$ cat src/rtl/vx_cache_tag_ctrl_pkg.sv
`default_nettype none
// +----------------------------------------------------------------------------+
// | vx_cache_tag_ctrl_pkg                                                      |
// | Shared cache-bank constants, sweep sizing helpers and tag controller state |
// | Revision: 1.0                                                              |
// +----------------------------------------------------------------------------+
package vx_cache_tag_ctrl_pkg;

    localparam int MEM_ADDR_WIDTH = 32;

    typedef enum logic [1:0] {
        ST_INIT  = 2'd0,
        ST_IDLE  = 2'd1,
        ST_FLUSH = 2'd2
    } tag_state_e;

    function automatic int lines_per_bank(int cache_size, int line_size, int num_banks);
        return cache_size / (line_size * num_banks);
    endfunction

    function automatic int line_addr_width(int line_size);
        return MEM_ADDR_WIDTH - $clog2(line_size);
    endfunction

    // Zero-width fields still need one physical bit on a port.
    function automatic int up(int width);
        return (width > 0) ? width : 1;
    endfunction

endpackage
`default_nettype wire

$ cat src/rtl/vx_cache_tag_ctrl_if.sv
`default_nettype none
// +----------------------------------------------------------------------------+
// | vx_cache_tag_ctrl_if                                                       |
// | Request/fill/flush handshakes and tag-store command bus of a cache bank    |
// | Revision: 1.0                                                              |
// +----------------------------------------------------------------------------+
interface vx_cache_tag_ctrl_if
    import vx_cache_tag_ctrl_pkg::*;
#(
    parameter int ADDR_WIDTH = line_addr_width(16),
    parameter int UUID_WIDTH = up(0)
);
    logic                  pipe_stall;
    logic                  req_valid;
    logic [ADDR_WIDTH-1:0] req_addr;
    logic [UUID_WIDTH-1:0] req_uuid;
    logic                  req_ready;
    logic                  fill_valid;
    logic [ADDR_WIDTH-1:0] fill_addr;
    logic                  fill_ready;
    logic                  flush_valid;
    logic                  flush_ready;
    logic                  busy;
    logic                  tag_lookup;
    logic                  tag_fill;
    logic                  tag_init;
    logic [ADDR_WIDTH-1:0] tag_addr;
    logic [UUID_WIDTH-1:0] tag_uuid;
    logic                  tag_stall;

    modport master (
        output pipe_stall, req_valid, req_addr, req_uuid, fill_valid, fill_addr, flush_valid,
        input  req_ready, fill_ready, flush_ready, busy,
        input  tag_lookup, tag_fill, tag_init, tag_addr, tag_uuid, tag_stall
    );

    modport slave (
        input  pipe_stall, req_valid, req_addr, req_uuid, fill_valid, fill_addr, flush_valid,
        output req_ready, fill_ready, flush_ready, busy,
        output tag_lookup, tag_fill, tag_init, tag_addr, tag_uuid, tag_stall
    );

endinterface
`default_nettype wire

$ cat src/rtl/vx_cache_tag_ctrl.sv
`default_nettype none
// +----------------------------------------------------------------------------+
// | vx_cache_tag_ctrl                                                          |
// | Tag-store sequencer: init/flush sweeps, fill-over-lookup arbitration       |
// | Revision: 1.0                                                              |
// +----------------------------------------------------------------------------+
module vx_cache_tag_ctrl
    import vx_cache_tag_ctrl_pkg::*;
#(
    parameter string INSTANCE_ID = "",
    parameter int    BANK_ID     = 0,
    parameter int    CACHE_SIZE  = 1024,
    parameter int    LINE_SIZE   = 16,
    parameter int    NUM_BANKS   = 1,
    parameter int    NUM_WAYS    = 1,
    parameter int    WORD_SIZE   = 4,
    parameter int    UUID_WIDTH  = 0
) (
    input  wire logic         clk,
    input  wire logic         reset,
    vx_cache_tag_ctrl_if.slave bus
);

    localparam int LINES_PER_BANK  = lines_per_bank(CACHE_SIZE, LINE_SIZE, NUM_BANKS);
    localparam int LINE_SEL_BITS   = up($clog2(LINES_PER_BANK));
    localparam int LINE_ADDR_WIDTH = line_addr_width(LINE_SIZE);
    localparam logic [LINE_SEL_BITS-1:0] LAST_LINE = LINE_SEL_BITS'(LINES_PER_BANK - 1);

    if (NUM_WAYS < 1 || WORD_SIZE < 1 || (LINE_SIZE % WORD_SIZE) != 0 ||
        BANK_ID >= NUM_BANKS || UUID_WIDTH < 0 || LINES_PER_BANK < 2) begin : g_bad_params
        $error("vx_cache_tag_ctrl: inconsistent cache geometry parameters");
    end

    tag_state_e               state;
    logic [LINE_SEL_BITS-1:0] cnt;
    logic                     sweep_last;

    assign sweep_last = (cnt == LAST_LINE);

    always_ff @(posedge clk or posedge reset) begin
        if (reset) begin
            state <= ST_INIT;
            cnt   <= '0;
        end else begin
            case (state)
                ST_INIT, ST_FLUSH: begin
                    if (sweep_last) begin
                        cnt   <= '0;
                        state <= ST_IDLE;
                    end else begin
                        cnt <= cnt + 1'b1;
                    end
                end
                ST_IDLE: begin
                    // A pending fill always wins; the flush waits for a fill-free cycle.
                    if (!bus.fill_valid && bus.flush_valid) begin
                        cnt   <= '0;
                        state <= ST_FLUSH;
                    end
                end
                default: begin
                    cnt   <= '0;
                    state <= ST_INIT;
                end
            endcase
        end
    end

    logic                       req_ready;
    logic                       fill_ready;
    logic                       flush_ready;
    logic                       busy;
    logic                       tag_lookup;
    logic                       tag_fill;
    logic                       tag_init;
    logic [LINE_ADDR_WIDTH-1:0] tag_addr;

    always_comb begin
        req_ready   = 1'b0;
        fill_ready  = 1'b0;
        flush_ready = 1'b0;
        busy        = 1'b0;
        tag_lookup  = 1'b0;
        tag_fill    = 1'b0;
        tag_init    = 1'b0;
        tag_addr    = '0;
        if (state == ST_IDLE) begin
            fill_ready = ~bus.pipe_stall;
            req_ready  = ~bus.pipe_stall & ~bus.fill_valid & ~bus.flush_valid;
            tag_fill   = bus.fill_valid & ~bus.pipe_stall;
            tag_lookup = bus.req_valid & req_ready;
            // Address follows the selected source even while stalled.
            tag_addr   = bus.fill_valid ? bus.fill_addr : bus.req_addr;
        end else begin
            busy        = 1'b1;
            tag_init    = 1'b1;
            tag_addr    = LINE_ADDR_WIDTH'(cnt);
            flush_ready = (state == ST_FLUSH) && sweep_last;
        end
    end

    assign bus.req_ready   = req_ready;
    assign bus.fill_ready  = fill_ready;
    assign bus.flush_ready = flush_ready;
    assign bus.busy        = busy;
    assign bus.tag_lookup  = tag_lookup;
    assign bus.tag_fill    = tag_fill;
    assign bus.tag_init    = tag_init;
    assign bus.tag_addr    = tag_addr;
    assign bus.tag_uuid    = bus.req_uuid;
    assign bus.tag_stall   = bus.pipe_stall;

endmodule
`default_nettype wire
$ cat src/flat_wrapper.sv
// flat-port wrapper written by rule: the top's interface ports become plain ports
module vx_cache_tag_ctrl_flat import vx_cache_tag_ctrl_pkg::*;
#(
    parameter string INSTANCE_ID = "",
    parameter int    BANK_ID     = 0,
    parameter int    CACHE_SIZE  = 1024,
    parameter int    LINE_SIZE   = 16,
    parameter int    NUM_BANKS   = 1,
    parameter int    NUM_WAYS    = 1,
    parameter int    WORD_SIZE   = 4,
    parameter int    UUID_WIDTH  = 0
)
  (clk, reset, bus_pipe_stall, bus_req_valid, bus_req_addr, bus_req_uuid, bus_fill_valid, bus_fill_addr, bus_flush_valid, bus_req_ready, bus_fill_ready, bus_flush_ready, bus_busy, bus_tag_lookup, bus_tag_fill, bus_tag_init, bus_tag_addr, bus_tag_uuid, bus_tag_stall);
  vx_cache_tag_ctrl_if #(.UUID_WIDTH(UUID_WIDTH)) bus_i ();
  input  wire logic clk;
  input  wire logic reset;
  input wire logic [$bits(bus_i.pipe_stall)-1:0] bus_pipe_stall;
  input wire logic [$bits(bus_i.req_valid)-1:0] bus_req_valid;
  input wire logic [$bits(bus_i.req_addr)-1:0] bus_req_addr;
  input wire logic [$bits(bus_i.req_uuid)-1:0] bus_req_uuid;
  input wire logic [$bits(bus_i.fill_valid)-1:0] bus_fill_valid;
  input wire logic [$bits(bus_i.fill_addr)-1:0] bus_fill_addr;
  input wire logic [$bits(bus_i.flush_valid)-1:0] bus_flush_valid;
  output wire logic [$bits(bus_i.req_ready)-1:0] bus_req_ready;
  output wire logic [$bits(bus_i.fill_ready)-1:0] bus_fill_ready;
  output wire logic [$bits(bus_i.flush_ready)-1:0] bus_flush_ready;
  output wire logic [$bits(bus_i.busy)-1:0] bus_busy;
  output wire logic [$bits(bus_i.tag_lookup)-1:0] bus_tag_lookup;
  output wire logic [$bits(bus_i.tag_fill)-1:0] bus_tag_fill;
  output wire logic [$bits(bus_i.tag_init)-1:0] bus_tag_init;
  output wire logic [$bits(bus_i.tag_addr)-1:0] bus_tag_addr;
  output wire logic [$bits(bus_i.tag_uuid)-1:0] bus_tag_uuid;
  output wire logic [$bits(bus_i.tag_stall)-1:0] bus_tag_stall;
  assign bus_i.pipe_stall = bus_pipe_stall;
  assign bus_i.req_valid = bus_req_valid;
  assign bus_i.req_addr = bus_req_addr;
  assign bus_i.req_uuid = bus_req_uuid;
  assign bus_i.fill_valid = bus_fill_valid;
  assign bus_i.fill_addr = bus_fill_addr;
  assign bus_i.flush_valid = bus_flush_valid;
  assign bus_req_ready = bus_i.req_ready;
  assign bus_fill_ready = bus_i.fill_ready;
  assign bus_flush_ready = bus_i.flush_ready;
  assign bus_busy = bus_i.busy;
  assign bus_tag_lookup = bus_i.tag_lookup;
  assign bus_tag_fill = bus_i.tag_fill;
  assign bus_tag_init = bus_i.tag_init;
  assign bus_tag_addr = bus_i.tag_addr;
  assign bus_tag_uuid = bus_i.tag_uuid;
  assign bus_tag_stall = bus_i.tag_stall;
  vx_cache_tag_ctrl #(.INSTANCE_ID(INSTANCE_ID), .BANK_ID(BANK_ID), .CACHE_SIZE(CACHE_SIZE), .LINE_SIZE(LINE_SIZE), .NUM_BANKS(NUM_BANKS), .NUM_WAYS(NUM_WAYS), .WORD_SIZE(WORD_SIZE), .UUID_WIDTH(UUID_WIDTH)) u_core (.clk(clk), .reset(reset), .bus(bus_i));
endmodule
$ cat config.mk
export PLATFORM = sky130hd
export DESIGN_NAME = vx_cache_tag_ctrl_flat
export DESIGN_NICKNAME = d
export VERILOG_FILES = /design/src/rtl/vx_cache_tag_ctrl_pkg.sv /design/src/rtl/vx_cache_tag_ctrl_if.sv /design/src/rtl/vx_cache_tag_ctrl.sv /design/src/flat_wrapper.sv
export SDC_FILE = /design/constraint.sdc
export NUM_CORES = 1
export LEC_CHECK = 0
export ABC_CLOCK_PERIOD_IN_PS = 1400
export BUFFER_PORTS_ARGS = -buffer_cell sky130_fd_sc_hd__buf_4
export CAP_MARGIN = 20
export CORE_ASPECT_RATIO = 0.8
export CORE_UTILIZATION = 32
export CTS_BUF_LIST = sky130_fd_sc_hd__clkbuf_8
export DETAILED_ROUTE_END_ITERATION = 7
export PLACE_DENSITY = 0.76
export SLEW_MARGIN = 20
export SYNTH_ARGS = -nofsm -noshare
export SYNTH_HDL_FRONTEND = slang
export SYNTH_SLANG_ARGS = --single-unit
$ cat constraint.sdc
create_clock -name clk -period 1.4 [get_ports clk]
set_clock_uncertainty 0.2 [all_clocks]
set_input_delay 0.07 -clock clk [delete_from_list [all_inputs] [get_ports clk]]
set_output_delay 0.07 -clock clk [all_outputs]
set_load 0.05 [all_outputs]
# Word-level counts from Yosys, hierarchy flattened
# Cells that the tools add are included.
dict set report totals {
  regBits 8
  in_bits 64
  output_inout_bits 38
  word_cells 35
}
dict set report classes {
  addsub 1
  n_eq_ne 5
  muxes 14
  bitwise_logic 7
  reduce_logical 6
}
# cell n
set op_table {}
lappend op_table {{$mux 28} 2}
lappend op_table {{$mux 6} 2}
lappend op_table {{$pmux 6 s2} 1}
lappend op_table {{$add 6x1->6 const B} 1}
lappend op_table {{$eq 6x6->1 const B} 1}
lappend op_table {{$mux 1} 6}
lappend op_table {{$and 1x1->1} 4}
lappend op_table {{$mux 2} 2}
lappend op_table {{$ne 2x1->1 const B} 2}
lappend op_table {{$pmux 2 s2} 1}
lappend op_table {{$not 1->1} 3}
lappend op_table {{$eq 2x1->1 const B} 1}
lappend op_table {{$eq 2x2->1 const B} 1}
lappend op_table {{$logic_and 1x1->1} 2}
lappend op_table {{$logic_not 2->1} 1}
lappend op_table {{$reduce_and 2->1} 1}
lappend op_table {{$reduce_or 2->1} 1}
lappend op_table {{$logic_not 1->1} 1}

# Depth between registers and ports, before layout
dict set report depth {
  word_depth 5
  depth_mapped 6
}

# Worst setup path before layout
# OpenSTA, ideal clock, no wires.
dict set report synth_path {
  path_type {flip-flop to output port}
  startpoint {register u_core.cnt[0]}
  endpoint {output bus_flush_ready}
  arrival_time_ns 2.026
  slack_ns -0.896
  path_stages_with_launch 5
  path_buffers 0
  cell_sequence {dfrtp_1 ha_1 and3_4 nand3_1 nor3b_1}
}
dict set report synth_between {
  elab_chain_cells 3
}
# element line_no
set synth_lines {}
lappend synth_lines {{from (decl)} vx_cache_tag_ctrl.sv:35} ;# logic [LINE_SEL_BITS-1:0] cnt;
lappend synth_lines {{from (signal assigned)} vx_cache_tag_ctrl.sv:51} ;# cnt <= cnt + 1'b1;
lappend synth_lines {{$eq 6x6->1} vx_cache_tag_ctrl.sv:38} ;# assign sweep_last = (cnt == LAST_LINE);
lappend synth_lines {{$logic_and 1x1->1} vx_cache_tag_ctrl.sv:98} ;# flush_ready = (state == ST_FLUSH) && sweep_last;
lappend synth_lines {{$mux 1} vx_cache_tag_ctrl.sv:87} ;# if (state == ST_IDLE) begin
lappend synth_lines {{to (decl)} flat_wrapper.sv:26} ;# output wire logic [$bits(bus_i.flush_ready)-1:0] bus_flush_ready;
# Every way passes these cells.

# Final worst setup path
# Ends and elaborated chain as after synthesis.

==> impl_metrics.py <==
metrics = {
    "clocking": {
        "cts.clk_slew.worst_paths_ns": 0.04,
        "cts_buffer_depth": 2,
        "root_buffer": "clkbuf_8",
        "h-tree-depth": 1,
        "cts.sinks": 8,
        "cts_buffers": 3,
        "clk_latency_ns": 0.23,
        "tritoncts": "yes",
    },
    "placement": {
        "portBuffers": 97,
        "place_congestion": 0.774,
        "place_area_um2": 1960,
        "hpwl_um": 2910,
    },
    "critical_path": {
        "critPathLaunchType": "flip-flop",
        "crit_cells": 5,
        "end_kind": "output port",
        "crit_type": "reg2out",
        "cp_num_buf_inv": 1,
        "crit_arrival_ns": 1.50,
        "path_cells": "ha_2 > and3_4 > nand3_4 > nor3b_4 > buf_6",
        "crit_slowest_cell": "dfrtp_1",
        "rrSetupSlack_ns": -0.30,
        "r2r_end": "u_core.cnt[3]$_DFFE_PP0P_",
        "timing.rr.start": "u_core.cnt[0]$_DFFE_PP0P_",
        "crit_fanout": 2,
        "critical_path.top_delay_family": "simple AND/OR/NAND/NOR gates",
        "slowest_delay_ns": 0.39,
        "cp_data_required_time_ns": 1.13,
        "rr_worst_depth": 5,
    },
    "layout": {
        "post-route-util": 0.868,
        "syn_to_final_growth_pct": 153,
        "final_area_um2": 2440,
        "fin_nets": 296,
        "fill_cells": 126,
        "final_layout_size_suffix_gt1_frac": 0.769,
        "diodes": 0,
    },
    "synth": {
        "ys_seq_area_frac": 0.208,
        "netlist_area_um2": 962,
        "synth_cell_type_count": 29,
        "synth_edf_count": 0,
        "synth_top_area_cell": "mux2i_1",
        "synth_nets": 179,
        "synth_flop_cell": "dfrtp_1",
        "synth.most_common_cell": "mux2i_1",
        "yosysWarnings": 0,
        "synth.avg_cell_area_um2": 8.44,
        "synth.area.top_cells": "mux2i_1 29%, dfrtp_1 21%, nor2_1 9.0%",
        "synth_top_area_frac": 0.291,
        "synth_top_cells_by_count": "28 x mux2i_1, 23 x nor2_1, 8 x dfrtp_1, 8 x nand2_1, 7 x o21ai_1",
        "synthesis.instances": 114,
        "synth-seq-cells": 8,
        "synthArstFlopShare": 1.00,
    },
    "floorplanning": {
        "ios": 102,
        "initial_core_util": 0.343,
        "std_cell_rows": 17,
        "dieArea_um2": 3230,
        "die_h_um": 51.0,
        "fp.dieW_um": 63.3,
        "design.core.area_um2": 2810,
    },
    "power_and_ir_drop": {
        "ir_worst_vdd_v": 0.000669,
        "post-layout-total-power_mw": 2.72,
        "total_leakage_power_nw": 1.16,
        "power_density_nw_per_um2": 1120,
    },
    "routing": {
        "via_per_inst": 5.13,
        "antenna_left": 0,
        "drc": 0,
        "vias": 1369,
        "firstDrtPassIters": 4,
        "wirelength_um": 4670,
        "wl_per_cell_um": 17.5,
        "drt_iter0_drc": 24,
    },
    "sta": {
        "rsz0062_at_grt": "yes",
        "holdWs_ns": 0.0215,
        "worst_pin_slew_ns": 0.502,
        "slew_violations": 0,
        "hold_viol": 0,
        "setup_viol": 42,
        "fin_ws_ns": -0.372,
        "final.period_utilization": 1.27,
        "slew_headroom": 0.664,
        "maxClockFrequency_ghz": 0.564,
        "tns_ns": -8.67,
        "period_needed_ns": 1.77,
    },
    "global_route": {
        "antenna_found_initial": 0,
        "grt_pass1_wl_um": 6610,
        "grt_pass1_vias": 1439,
        "grt_use_total": 0.267,
        "grt_max_degree": 30,
        "grt_overflow_total": 0,
    },
    "outcome": {
        "status": "finished with violations",
        "violations": "negative setup slack",
    },
    "worst_hold_path": {
        "worstHoldPathType": "in2reg",
        "holdPathStages": 4,
        "min_to": "u_core.state[0]$_DFFE_PP0P_",
        "worstHoldStart": "bus_flush_valid",
    },
    "flow_run": {
        "maxCapViolations": 0,
    },
}
[layout by cell type (no fill, tap or decap), types with 2 or more instances in the layout]
| master | synthesis | final |
|---|---|---|
| buf_4 | 6 | 75 |
| buf_6 | 1 | 34 |
| mux2i_1 | 28 | 28 |
| nor2_4 | 0 | 17 |
| buf_8 | 0 | 8 |
| dfrtp_1 | 8 | 7 |
| nor2_2 | 0 | 6 |
| o21ai_2 | 0 | 5 |
| nand2_1 | 8 | 4 |
| and2_4 | 1 | 3 |
| nand2_2 | 0 | 3 |
| clkbuf_8 | 0 | 3 |
| dlygate4sd3_1 | 0 | 3 |
| buf_12 | 0 | 3 |
| o2bb2ai_1 | 2 | 2 |
| nand3_4 | 0 | 2 |
| nor4_4 | 1 | 2 |
| a221o_1 | 2 | 2 |
| a22o_1 | 2 | 2 |
| o21ai_4 | 0 | 2 |
[power breakdown]
part | total, mW | internal (mW) | switching (mW)
clock network | 0.279 | 0.187 | 0.0928
registers | 0.514 | 0.342 | 0.172
logic | 1.93 | 0.902 | 1.03
[worst max path at each step]
stage                                     start                         to  slack (ns)
detailed placement    u_core.cnt[0]$_DFFE_PP0P_  u_core.cnt[3]$_DFFE_PP0P_       -0.16
global placement      u_core.cnt[0]$_DFFE_PP0P_  u_core.cnt[0]$_DFFE_PP0P_       -0.11
CTS                   u_core.cnt[0]$_DFFE_PP0P_            bus_flush_ready       -0.30
floorplan           u_core.state[0]$_DFFE_PP0P_             bus_tag_lookup       -0.58
finish                u_core.cnt[0]$_DFFE_PP0P_            bus_flush_ready       -0.37
global route          u_core.cnt[0]$_DFFE_PP0P_            bus_flush_ready       -0.43
[stage by stage]
stage / setup slack (ns) / cells
global placement: -0.108 / 255
global route: -0.433 / 267
detailed placement: -0.162 / 255
finish: -0.372 / 267
floorplan: -0.579 / 114
CTS: -0.299 / 266
[state kept, by name, indices dropped and copies added (netlist names)]
register      flops
u_core.cnt        6
u_core.state      2
[layout make-up]
| type | instances | area, um^2 | share of cell area |
|---|---|---|---|
| flip-flops and latches | 8 | 201 | 0.0827 |
| well taps | 38 | 47.5 | 0.0195 |
| multi-input cells | 92 | 950 | 0.390 |
| inverters | 2 | 12.5 | 0.00514 |
| repair buffers | 124 | 1180 | 0.486 |
| clock buffers | 3 | 41.3 | 0.0169 |
[routing by layer]
metal / vias to the layer above / global-route usage / part of all wire
li1: 626 / - / -
met3: 13 / 0.0491 / 0.068
met5: - / 0 / 0
met2: 77 / 0.536 / 0.53
met4: 0 / 0.0947 / 0.027
met1: 653 / 0.277 / 0.37
[cell families (layout without fill, tap and decap cells)]
group / Yosys count / after routing / synth area share
xor+xnor: 1 / 1 / 0.00910
mux: 29 / 29 / 0.303
buf+inv: 14 / 129 / 0.0949
fa+ha+maj: 1 / 1 / 0.0130
compound gates: 16 / 16 / 0.122
flops: 8 / 8 / 0.208
simple gates: 45 / 45 / 0.250
[repair_timing]
action / CTS / global route
buffers inserted: 4 / 3
pin swaps: 11 / 5
hold buffers: 3 / 0
gates resized for setup: 66 / 21
endpoints found under the setup margin: 42 / 43
endpoints found under the hold margin: 10 / 0
cloned: 1 / 0
[worst register-to-register path, delay by kind of cell (launching register included)]
kind                     cells  cell delay [ns]
AO/OA/AOI/OAI                2             0.45
adder cells (fa/ha/maj)      1             0.21
buffers and inverters        1             0.12
flip-flops                   1             0.39
AND/OR/NAND/NOR              1             0.21
(Power assumes the default switching activity.)
